`src/rtl/phase_clock_gen_if.sv`:
```
// Phase generator bus: run/step/mode controls toward the generator,
// phase strobes, system reset and cycle bookkeeping back to the CPU side.
interface phase_clock_gen_if #(
  parameter int unsigned NUM_PHASES = 4,
  parameter int unsigned CNT_W      = 16
);
  logic                  run;
  logic                  step;
  logic                  mode;
  logic [NUM_PHASES-1:0] phase;
  logic                  sys_reset;
  logic                  cycle_start;
  logic [CNT_W-1:0]      cycle_cnt;

  modport master (
    output run, step, mode,
    input  phase, sys_reset, cycle_start, cycle_cnt
  );

  modport slave (
    input  run, step, mode,
    output phase, sys_reset, cycle_start, cycle_cnt
  );
endinterface

```
`src/rtl/phase_clock_gen.sv`:
```
// Multiphase CPU timing generator: tick/slot counters, reset hold sequencing,
// run/stop/single-step control and registered phase decode.
module phase_clock_gen #(
  parameter int unsigned NUM_PHASES = 4,
  parameter int unsigned DIV        = 2,
  parameter int unsigned RST_HOLD   = 4,
  parameter int unsigned CNT_W      = 16
) (
  input  logic             clk,
  input  logic             rst_n,
  phase_clock_gen_if.slave pcg
);

  localparam int unsigned TICK_W = (DIV > 1) ? $clog2(DIV) : 1;
  localparam int unsigned SLOT_W = $clog2(NUM_PHASES);
  localparam int unsigned HOLD_W = (RST_HOLD > 1) ? $clog2(RST_HOLD) : 1;

  localparam logic [TICK_W-1:0] TICK_LAST = TICK_W'(DIV - 1);
  localparam logic [SLOT_W-1:0] SLOT_LAST = SLOT_W'(NUM_PHASES - 1);
  localparam logic [HOLD_W-1:0] HOLD_LAST = HOLD_W'(RST_HOLD - 1);

  typedef enum logic [1:0] {
    HOLD    = 2'd0,
    IDLE    = 2'd1,
    RUNNING = 2'd2,
    LAST    = 2'd3
  } state_t;

  state_t                state,         state_nxt;
  logic [TICK_W-1:0]     tick,          tick_nxt;
  logic [SLOT_W-1:0]     slot,          slot_nxt;
  logic [HOLD_W-1:0]     hold_cnt,      hold_cnt_nxt;
  logic                  mode_q,        mode_nxt;
  logic                  wrap_q,        wrap_nxt;
  logic [NUM_PHASES-1:0] phase_q,       phase_nxt;
  logic                  sys_reset_q,   sys_reset_nxt;
  logic                  cycle_start_q, cycle_start_nxt;
  logic [CNT_W-1:0]      cycle_cnt_q,   cycle_cnt_nxt;

  logic active;
  logic first_tick;
  logic last_tick;
  logic slot_end;
  logic eff_mode;

  // Phase pattern for one slot: single strobe, or a half-cycle-wide window ending at slot.
  function automatic logic [NUM_PHASES-1:0] decode(input logic [SLOT_W-1:0] s, input logic m);
    logic [NUM_PHASES-1:0] p;
    p = '0;
    for (int unsigned k = 0; k < NUM_PHASES; k++) begin
      if (m) p[k] = (((32'(s) + NUM_PHASES - k) % NUM_PHASES) < (NUM_PHASES / 2));
      else   p[k] = (32'(s) == k);
    end
    return p;
  endfunction

  always_ff @(posedge clk or negedge rst_n) begin
    if (!rst_n) begin
      state         <= HOLD;
      tick          <= '0;
      slot          <= '0;
      hold_cnt      <= '0;
      mode_q        <= 1'b0;
      wrap_q        <= 1'b0;
      phase_q       <= '0;
      sys_reset_q   <= 1'b0;
      cycle_start_q <= 1'b0;
      cycle_cnt_q   <= '0;
    end else begin
      state         <= state_nxt;
      tick          <= tick_nxt;
      slot          <= slot_nxt;
      hold_cnt      <= hold_cnt_nxt;
      mode_q        <= mode_nxt;
      wrap_q        <= wrap_nxt;
      phase_q       <= phase_nxt;
      sys_reset_q   <= sys_reset_nxt;
      cycle_start_q <= cycle_start_nxt;
      cycle_cnt_q   <= cycle_cnt_nxt;
    end
  end

  always_comb begin
    state_nxt       = state;
    tick_nxt        = tick;
    slot_nxt        = slot;
    hold_cnt_nxt    = hold_cnt;
    mode_nxt        = mode_q;
    wrap_nxt        = 1'b0;
    phase_nxt       = '0;
    cycle_start_nxt = 1'b0;
    sys_reset_nxt   = (state != HOLD);
    cycle_cnt_nxt   = cycle_cnt_q + CNT_W'(wrap_q);

    first_tick = (tick == '0) && (slot == '0);
    slot_end   = (tick == TICK_LAST);
    last_tick  = slot_end && (slot == SLOT_LAST);
    // An idle generator starts a cycle on the same edge RUN or STEP is seen.
    active     = (state != IDLE) || pcg.run || pcg.step;
    eff_mode   = first_tick ? pcg.mode : mode_q;

    if (active) begin
      mode_nxt        = eff_mode;
      phase_nxt       = decode(slot, eff_mode);
      cycle_start_nxt = first_tick;
      wrap_nxt        = last_tick && (state != HOLD);

      if (slot_end) begin
        tick_nxt = '0;
        slot_nxt = last_tick ? '0 : slot + SLOT_W'(1);
      end else begin
        tick_nxt = tick + TICK_W'(1);
      end

      case (state)
        HOLD: begin
          if (last_tick) begin
            if (hold_cnt == HOLD_LAST) begin
              hold_cnt_nxt = '0;
              state_nxt    = pcg.run ? RUNNING : IDLE;
            end else begin
              hold_cnt_nxt = hold_cnt + HOLD_W'(1);
            end
          end
        end
        IDLE: begin
          state_nxt = pcg.run ? RUNNING : LAST;
        end
        RUNNING, LAST: begin
          if (last_tick) state_nxt = pcg.run ? RUNNING : IDLE;
          else           state_nxt = pcg.run ? RUNNING : LAST;
        end
        default: state_nxt = HOLD;
      endcase
    end
  end

  assign pcg.phase       = phase_q;
  assign pcg.sys_reset   = sys_reset_q;
  assign pcg.cycle_start = cycle_start_q;
  assign pcg.cycle_cnt   = cycle_cnt_q;

endmodule
```
`src/flat_wrapper.sv`:
```
// flat-port wrapper written by rule: the top's interface ports become plain ports
module phase_clock_gen_flat 
#(
  parameter int unsigned NUM_PHASES = 4,
  parameter int unsigned DIV        = 2,
  parameter int unsigned RST_HOLD   = 4,
  parameter int unsigned CNT_W      = 16
)
  (clk, rst_n, pcg_run, pcg_step, pcg_mode, pcg_phase, pcg_sys_reset, pcg_cycle_start, pcg_cycle_cnt);
  phase_clock_gen_if #(.NUM_PHASES(NUM_PHASES), .CNT_W(CNT_W)) pcg_i ();
  input  logic clk;
  input  logic rst_n;
  input wire logic [$bits(pcg_i.run)-1:0] pcg_run;
  input wire logic [$bits(pcg_i.step)-1:0] pcg_step;
  input wire logic [$bits(pcg_i.mode)-1:0] pcg_mode;
  output wire logic [$bits(pcg_i.phase)-1:0] pcg_phase;
  output wire logic [$bits(pcg_i.sys_reset)-1:0] pcg_sys_reset;
  output wire logic [$bits(pcg_i.cycle_start)-1:0] pcg_cycle_start;
  output wire logic [$bits(pcg_i.cycle_cnt)-1:0] pcg_cycle_cnt;
  assign pcg_i.run = pcg_run;
  assign pcg_i.step = pcg_step;
  assign pcg_i.mode = pcg_mode;
  assign pcg_phase = pcg_i.phase;
  assign pcg_sys_reset = pcg_i.sys_reset;
  assign pcg_cycle_start = pcg_i.cycle_start;
  assign pcg_cycle_cnt = pcg_i.cycle_cnt;
  phase_clock_gen #(.NUM_PHASES(NUM_PHASES), .DIV(DIV), .RST_HOLD(RST_HOLD), .CNT_W(CNT_W)) u_core (.clk(clk), .rst_n(rst_n), .pcg(pcg_i));
endmodule
```
`config.mk`:
```
export PLATFORM = sky130hd
export DESIGN_NAME = phase_clock_gen_flat
export DESIGN_NICKNAME = d
export VERILOG_FILES = /design/src/rtl/phase_clock_gen_if.sv /design/src/rtl/phase_clock_gen.sv /design/src/flat_wrapper.sv
export SDC_FILE = /design/constraint.sdc
export NUM_CORES = 1
export LEC_CHECK = 0
export CAP_MARGIN = 20
export CORE_ASPECT_RATIO = 0.7
export CORE_MARGIN = 10
export CORE_UTILIZATION = 54
export CTS_BUF_LIST = sky130_fd_sc_hd__clkbuf_16
export DETAILED_ROUTE_END_ITERATION = 10
export PLACE_DENSITY_LB_ADDON = 0.05
export SLEW_MARGIN = 20
export SYNTH_ARGS = -nofsm -noshare
export SYNTH_HDL_FRONTEND = slang
export SYNTH_SLANG_ARGS = --single-unit
```
`constraint.sdc`:
```
create_clock -name clk -period 3.15 [get_ports clk]
set_input_delay 0.63 -clock clk [delete_from_list [all_inputs] [get_ports clk]]
set_output_delay 0.63 -clock clk [all_outputs]
set_load 0.05 [all_outputs]
```
==> metrics.txt, run 1 <==
Core Area between 0.002 and 0.0025 sq mm; Tmin final 2.18 ns; skew final 0.00376 ns; Post-synth EDFFs 0; I/O Buffers 26; Final Hold Viols 0; Unique masters post-synth 31; Top FF cell, synth dfrtp_1; async set or reset register ratio after synthesis 1.00; CP Cell Sequence clkdlybuf4s50_1; Area Growth Syn to Fin 31.8%; initial core utilization 0.568; post-synthesis sequential area ratio 0.552; CP Data Required Time between 2 and 3 ns; Final HPWL DP approximately 1900 um; Pwr per Cell Area 893 mW/mm^2; Post-Syn Nets 124; Mapped Cells 112; top-count cell post-synth dfrtp_1; synth top area cells dfrtp_1, ha_1, xnor2_1, xor2_1, nor2_1; DR WL/cell 14.4 um; Die Y 62.7 um; Num CTS Buffers 5; Final Slew Violations 0; vias in the first global route 842; setup TNS 0 ns; max_slew headroom 0.650; nets@finish 158; Vias/cell around 5.0; DR vias 909; Fin Hold WS 0.467 ns; slowest stage delay, CP roughly 0.85 ns; Reg2Reg Setup Slack ~1.5 ns; drt first pass iters 4; Crit path arrival time 1.55 ns; post-route ant nets 0; Clk Latency, worst-skew pair approximately 0.28 ns; synthesized area ~0.0014 sq mm; worst slew pin tran 0.524 ns; worst path buffer plus inverter count 1; CP startpoint kind register; Final Cycle Share 0.693; LEAKAGE 0.894 nW; Worst IR Drop VDD around 0.54 mV; GRT Util Overall 0.110; Worst-path clk slew 0.05 ns; Synth area leader dfrtp_1; GRT Residual Overflow 0; Horiz. Die Dim 81.0 um; CP max stage cell clkdlybuf4s50_1; Post-Syn Area per Cell 12.6 sq um; CP Capture Type primary output; drt total wl 2600 um; initial antenna violation count 0; Tot Pwr 1.66 mW; flops & latches, synth 31; Hold Crit Class reg -> reg; first-pass GRT wire length approximately 4300 um; cts hold-fix bufs 0; Root Driver clkbuf_16; Critical Setup Path Class reg -> out; RSZ-0062 raised after global routing false; diodes inserted 0; post-CTS sizing 0; Post-route DRC 0; IO Pins 27; GP Congestion between 0.7 and 0.8; CP top delay family buffers and inverters; H-tree levels 2; CTS Sinks 31; fmax 458 MHz; Ys Warns 0; Synth top area share 0.552; DRT iter0 DRCs 38; TritonCTS clock tree built; MaxCap Viol Count 0; share of cells above drive strength 1 0.136; Setup violations, final 0; largest net degree at the start of global routing 32; Die Area 0.00508 sq mm; synth cell count leaders dfrtp_1, nor2_1, xnor2_1; clk buf depth 2; cell row count 15; crit path max fanout 6; # Post-CTS Setup Buffers 0; run status finished clean
-- stage by stage --
stage               utilization  worst slack (ns)  cells  cell area, sq um
floorplan                     -              1.45    112              1410
global placement          0.693             0.974    173              1720
detailed placement        0.693             0.925    173              1720
CTS                       0.748             0.964    181              1850
global route              0.748             0.926    181              1850
finish                    0.748             0.969    181              1850
-- flip-flops by register name (all words and copies together), names as in the netlist --
signal                  cells
u_core.pcg.cycle_start      1
u_core.pcg.phase            4
u_core.wrap_q               1
u_core.state                2
u_core.slot_end             1
u_core.slot                 2
u_core.mode_q               1
u_core.pcg.sys_reset        1
u_core.pcg.cycle_cnt       16
u_core.hold_cnt             2
-- layout make-up --
cell class,instances,area [sq um]
clock buffer,5,125
clock inverter,3,11.3
fill,177,624
inverter,5,18.8
multi-input combinational,76,612
sequential,31,776
tap,34,42.5
timing repair buffer,27,268
-- power breakdown --
| part | switching, mW | internal (mW) | total, mW |
|---|---|---|---|
| logic | 0.379 | 0.244 | 0.623 |
| clock network | 0.159 | 0.283 | 0.443 |
| registers | 0.0865 | 0.503 | 0.590 |
-- kinds of logic (layout without fill, tap and decap cells) --
logic type                 Yosys count  count (layout)  share of synthesized area
muxes                                7               7                     0.0578
buffers and inverters                5              40                     0.0133
xor gates and xnor gates            15              15                     0.0988
and+or+nand+nor                     42              42                      0.195
AOI/OAI and AO/OA                    5               5                     0.0214
adders and majority gates            7               7                     0.0623
DFF                                 31              31                      0.552
-- layout by cell type (no fill, tap or decap) --
cell / n
ha_1: 7
and2_1: 1
clkdlybuf4s50_1: 26
nor2_2: 1
clkinv_1: 2
a21o_1: 1
dfrtp_1: 31
o21ai_0: 2
buf_4: 1
and4_4: 1
nand2_4: 1
or2b_2: 1
mux2_4: 1
a21oi_1: 1
xnor2_1: 8
nand3_1: 5
nor2_1: 11
and3_1: 1
nand2_1: 6
nand4bb_4: 1
clkbuf_16: 5
and3_4: 1
nand2b_4: 1
mux2i_2: 1
and2b_2: 1
nand4_1: 3
mux2i_1: 3
nor3_1: 5
mux2_2: 2
nor4_1: 1
o31ai_1: 1
inv_1: 6
xor2_1: 6
nor4b_4: 1
xor2_2: 1
-- metal layers --
| metal | part of all wire | global-route usage | vias up |
|---|---|---|---|
| li1 | - | - | 453 |
| met1 | 0.48 | 0.144 | 424 |
| met2 | 0.42 | 0.142 | 26 |
| met3 | 0.090 | 0.0661 | 6 |
| met4 | 0.011 | 0.0453 | 0 |
| met5 | 0 | 0 | - |
-- final timing paths --
| kind | start | to | depth (start not counted) |
|---|---|---|---|
| setup / recovery | u_core.pcg.cycle_cnt[2] | pcg_cycle_cnt[2] | 1 |
| hold / removal | u_core.pcg.cycle_cnt[15] | u_core.pcg.cycle_cnt[15] | 1 |
| setup reg to reg | u_core.slot[1] | u_core.pcg.phase[1] | 6 |
| hold reg to reg | u_core.pcg.cycle_cnt[15] | u_core.pcg.cycle_cnt[15] | 1 |
| max in group asynchronous | rst_n | u_core.pcg.cycle_cnt[10] | 2 |
| min in group asynchronous | rst_n | u_core.pcg.phase[2] | 2 |
Power figures use the tool's default switching activity.
==> inputs of run 2 (changes only) <==
Settings changed: CORE_UTILIZATION 54 to 45.
Clock period 3.15 ns to 2 ns, I/O delays scaled along.
==> run 2 against run 1 <==
Total power grew 56%. Critical endpoint is now pcg_cycle_cnt[12]. Critical path type unchanged. Hold slack worse by 0.0020 ns. Die area is 14% higher. Largest cell class unchanged. Clock power is 54% higher. Register-to-register slack lost 1.1 ns. Clock-buffer cell count did not move.
==> metrics.txt, run 2 (same netlist as run 1, synthesis figures left out) <==
diodes inserted 0 (unchanged); Reg2Reg Setup Slack 0.35 ns (-1.13 ns); vias in the first global route 954 (+13%); DP Area 0.00171 sq mm (-0.29%); non-filler instance count after layout 184 (+1.7%); I/O Buffers 26 (unchanged); CP Capture Type primary output; Worst IR Drop VDD 0.734 mV (+35%); switching share of power 0.375 (-0.00225); Final Slew Violations 0 (unchanged); Final Cycle Share 0.951; H-tree levels 2 (unchanged); CP top delay family buffers and inverters; Final Hold Viols 0 (unchanged); fin area 0.00185 sq mm (-0.27%); initial antenna violation count 0 (unchanged); Core Area 0.00288 sq mm (+16%); DR vias 890 (-2.1%); nets@finish 159 (+0.63%); crit path launch u_core.pcg.cycle_cnt[12]; top sig layer met4; # Post-CTS Setup Buffers 0 (unchanged); Root Driver clkbuf_16; Clk pwr share 0.263 (-0.004); worst slew pin tran 0.506 ns (-0.0176 ns); Reg power frac 0.359 (+0.003); worst hold start u_core.wrap_q; P_int 1.62 mW (+57%); cell row count 16 (+1); Detail Route met2 WL 1210 um (+10%); max reg flops 16 (unchanged); post-route ant nets 0 (unchanged); cts hold-fix bufs 0 (unchanged); Horiz. Die Dim 86.8 um (+7.2%); largest net degree at the start of global routing 32 (unchanged); max_slew headroom 0.662 (+0.0118); Vias/cell 4.84 (-3.7%); combinational power share 0.378 (+0.002); clk buf depth 2 (unchanged); Num CTS Buffers 5 (unchanged); critical path depth in cells 1 (unchanged); crit path max fanout 4 (-2); Die Area 0.00580 sq mm (+14%); filler instances 232 (+31%); wire length on met1 1290 um (+4.3%); worst hold stages 1 (unchanged); most frequent cells in the layout dfrtp_1, clkdlybuf4s50_1, nor2_1; setup TNS 0 ns (unchanged); RSZ-0062 raised after global routing false; Crit path arrival time 1.50 ns (-0.05 ns); IO Pins 27 (unchanged); Final HPWL DP 2030 um (+4.5%); post-CTS sizing 0 (unchanged); skew final 0.00145 ns (-0.00231 ns); MaxCap Viol Count 0 (unchanged); TritonCTS clock tree built; Clk Latency, worst-skew pair 0.27 ns (about the same); Reg-to-Reg Start u_core.slot[1]; share of cells above drive strength 1 0.182 (+0.0464); commonest non-fill, non-tap cell in the layout dfrtp_1; run status finished clean; GP Congestion 0.809 (+7.9%); switching power total 0.970 mW (+55%); fmax ~530 MHz; DR WL/cell 14.8 um (+3.4%); GRT Util Overall 0.104 (-0.00592); Critical Setup Path Class reg -> out; Setup violations, final 0 (unchanged); drt first pass iters 4 (unchanged); first-pass GRT wire length 4630 um (+8.9%); Worst Reg-to-Reg Cells 6 (unchanged); Die Y 66.8 um (+6.5%); Area Growth Syn to Fin 31.4%; Pwr per Cell Area 1400 mW/mm^2 (+57%); Post-route DRC 0 (unchanged); LEAKAGE 0.910 nW (+1.9%); DRT iter0 DRCs 44 (+16%); slowest stage delay, CP 0.83 ns (-0.02 ns); initial core utilization 0.488 (-0.0798); drt total wl 2730 um (+5.1%); Tmin final 1.90 ns; CP max stage cell clkdlybuf4s50_1; Hold Crit Class reg -> reg; worst path buffer plus inverter count 1 (unchanged); CP Cell Sequence clkdlybuf4s50_1; met3 WL post-DR 200 um (-14%); worst setup path endpoint pcg_cycle_cnt[12]; Reg-to-Reg End u_core.pcg.phase[3]; Layout Utilization 0.641 (-0.107); CTS Sinks 31 (unchanged); placed cells 176 (+1.7%); CP Data Required Time 1.60 ns (-0.92 ns); Worst-path clk slew 0.05 ns (about the same); CP startpoint kind register; GRT Residual Overflow 0 (unchanged)
## run 2: how the worst min path moves through the flow
| stage | end | slack (ns) |
|---|---|---|
| finish | u_core.pcg.cycle_cnt[0] | 0.46 |
| global placement | u_core.pcg.cycle_cnt[0] | 0.45 |
| CTS | u_core.pcg.cycle_cnt[0] | 0.47 |
| detailed placement | u_core.pcg.cycle_cnt[0] | 0.46 |
| global route | u_core.pcg.cycle_cnt[0] | 0.50 |
| floorplan | u_core.hold_cnt[0] | 0.10 |
## run 2: final cells by class
cell class | count | area, sq um | area share
multi-input combinational | 76 | 612 | 0.331
clock inverter | 3 | 11.3 | 0.00609
inverter | 5 | 18.8 | 0.0102
sequential | 31 | 776 | 0.420
tap | 36 | 45.0 | 0.0244
clock buffer | 5 | 125 | 0.0677
timing repair buffer | 28 | 260 | 0.141
## run 2: routing by layer
metal	track usage	vias to the layer above
met3	0.0486	4
met1	0.126	421
met2	0.151	16
li1	-	449
met4	0.0544	0
met5	0	-
## run 2: stage by stage
stage               setup WS (ns)  total power [mW]  hold slack, ns
finish                     0.0974              2.59           0.465
CTS                        0.0685              2.62           0.468
floorplan                   0.305              1.61           0.104
detailed placement         0.0763              1.91           0.457
global placement            0.113              1.89           0.451
global route               0.0600              2.75           0.496
## run 2: power groups by stage
stage,Clock (mW),Combinational [mW],Sequential (mW)
after floorplan,0,0.392,1.22
final,0.681,0.977,0.928
after global placement,0,0.959,0.933
after global routing,0.737,1.06,0.950
after detailed placement,0,0.978,0.935
after CTS,0.701,0.991,0.927
==> inputs of run 3 (changes only) <==
Settings changed: CORE_UTILIZATION 45 to 35.
==> run 3 against run 2 <==
Clock power is 0.9% higher. Die area is 21% higher. Clock skew is 0.0048 ns higher. Hold slack lost 0.0038 ns. Combinational power is 1% lower. Critical path type unchanged. Final area up 1.1%. Cell count grew 8.7%. Global-route usage fell by 2.1 points. Sequential power barely moved. Non-clock buffer count is the same. Setup slack improved by 0.013 ns.
==> metrics.txt, run 3 (same netlist as run 1, synthesis figures left out) <==
GRT Util Overall 0.0830 (-0.0215); post-CTS sizing 0 (unchanged); slowest stage delay, CP 0.83 ns (about the same); Critical Setup Path Class reg -> out; Hold Crit Class reg -> reg; Area Growth Syn to Fin 32.8%; H-tree levels 2 (unchanged); Die Area 0.00699 sq mm (+21%); Horiz. Die Dim 95.8 um (+10%); commonest non-fill, non-tap cell in the layout dfrtp_1; placed cells 192 (+9.1%); run status finished clean; Setup violations, final 0 (unchanged); hold endpoint u_core.pcg.cycle_cnt[15]; P_int 1.62 mW (about the same); GRT met2 Usage 0.116 (-0.0353); first-pass GRT wire length 4380 um (-5.4%); Reg-to-Reg End u_core.pcg.phase[1]; worst path buffer plus inverter count 1 (unchanged); Sequential Area 776 sq um (unchanged); DR vias 918 (+3.1%); CP startpoint kind register; worst hold start u_core.pcg.cycle_cnt[15]; DR WL/cell 13.5 um (-8.8%); Core Area 0.00390 sq mm (+35%); crit path max fanout 4 (unchanged); clk buf depth 2 (unchanged); CP Cell Sequence clkdlybuf4s50_1; nets@finish 159 (unchanged); M3 GR Usage 0.0411 (-0.00749); GP Congestion 0.775 (-4.3%); # Post-CTS Setup Buffers 0 (unchanged); GRT Residual Overflow 0 (unchanged); Final Hold Viols 0 (unchanged); Vias/cell 4.59 (-5.1%); CTS Sinks 31 (unchanged); worst slew pin tran 0.520 ns (+0.0141 ns); M1 GR Usage 0.0999 (-0.0265); Reg2Reg Setup Slack 0.38 ns (+0.03 ns); share of cells above drive strength 1 0.182 (unchanged); cts hold-fix bufs 0 (unchanged); vias in the first global route 918 (-3.8%); Num CTS Buffers 5 (unchanged); diodes inserted 0 (unchanged); IO Pins 27 (unchanged); Clk Latency, worst-skew pair 0.27 ns (about the same); switching share of power 0.374 (-0.00126); CP Capture Type primary output; TritonCTS clock tree built; Final HPWL DP 2030 um (+0.44%); CP Data Required Time 1.60 ns (about the same); non-filler instance count after layout 200 (+8.7%); post-route ant nets 0 (unchanged); Tmin final 1.89 ns (-0.0134 ns); Post-route DRC 0 (unchanged); Reg power frac 0.360 (about the same); largest net degree at the start of global routing 32 (unchanged); LEAKAGE 0.910 nW (about the same); gr busiest metal met2; max_slew headroom 0.652 (-0.00942); Crit path arrival time 1.49 ns (about the same); initial antenna violation count 0 (unchanged); Worst IR Drop VDD 0.603 mV (-18%); max reg flops 16 (unchanged); initial core utilization 0.361 (-0.127); Root Driver clkbuf_16; Die Y 73.0 um (+9.4%); worst hold stages 1 (unchanged); MaxCap Viol Count 0 (unchanged); Worst Reg-to-Reg Cells 6 (unchanged); Clk pwr share 0.266 (+0.003); Final Cycle Share 0.945 (-0.00672); skew final 0.00629 ns (+0.00484 ns); Final Slew Violations 0 (unchanged); Reg-to-Reg Start u_core.slot[0]; CP top delay family buffers and inverters; CP max stage cell clkdlybuf4s50_1; multi-input logic area 612 sq um (unchanged); setup TNS 0 ns (unchanged); RSZ-0062 raised after global routing false; I/O Buffers 26 (unchanged); Pwr per Cell Area 1380 mW/mm^2 (-1.2%); switching power total 0.966 mW (-0.44%); DRT iter0 DRCs 14 (-68%); drt first pass iters 4 (unchanged); fmax 529 MHz (+0.71%); cell row count 19 (+3); drt total wl 2710 um (-0.88%); Worst-path clk slew 0.05 ns (about the same); most frequent cells in the layout dfrtp_1, clkdlybuf4s50_1, nor2_1; combinational power share 0.374 (-0.004); filler instances 373 (+61%)
## run 3: metrics by stage
step	utilization	worst slack, ns	area [sq um]	power (mW)	hold WS (ns)
2_1_floorplan	-	0.305	1410	1.61	0.104
3_3_place_gp	0.444	0.154	1730	1.90	0.451
3_5_place_dp	0.444	0.102	1730	1.92	0.458
4_1_cts	0.479	0.0883	1870	2.62	0.467
5_1_grt	0.479	0.0620	1870	2.73	0.472
6_report	0.479	0.111	1870	2.58	0.461
## run 3: cell type report
class / count / share of cell area
multi-input combinational: 76 / 0.328
inverter: 5 / 0.0100
clock inverter: 3 / 0.00603
tap: 52 / 0.0348
sequential: 31 / 0.415
timing repair buffer: 28 / 0.139
clock buffer: 5 / 0.0670
## run 3: power by group through the flow
stage / Sequential, mW / Clock (mW) / Combinational, mW
after floorplan: 1.22 / 0 / 0.392
after global placement: 0.932 / 0 / 0.964
after detailed placement: 0.941 / 0 / 0.981
after CTS: 0.933 / 0.704 / 0.983
after global routing: 0.953 / 0.732 / 1.04
final: 0.931 / 0.687 / 0.965
## run 3: how the worst max path moves through the flow
stage                                   startpoint                      end  slack, ns  depth (start not counted)
final                     u_core.pcg.cycle_cnt[12]        pcg_cycle_cnt[12]       0.11                          1
after global routing      u_core.pcg.cycle_cnt[12]        pcg_cycle_cnt[12]       0.06                          1
after CTS                  u_core.pcg.cycle_cnt[6]         pcg_cycle_cnt[6]       0.09                          1
after detailed placement                   pcg_run            u_core.mode_q       0.10                          4
after global placement                     pcg_run            u_core.mode_q       0.15                          4
after floorplan            u_core.pcg.cycle_cnt[0]  u_core.pcg.cycle_cnt[9]       0.30                          5
## run 3: layer usage
layer	vias to the layer above	share of wire
li1	455	-
met1	432	0.46
met3	9	0.075
met5	-	0
met4	0	0.026
met2	22	0.44
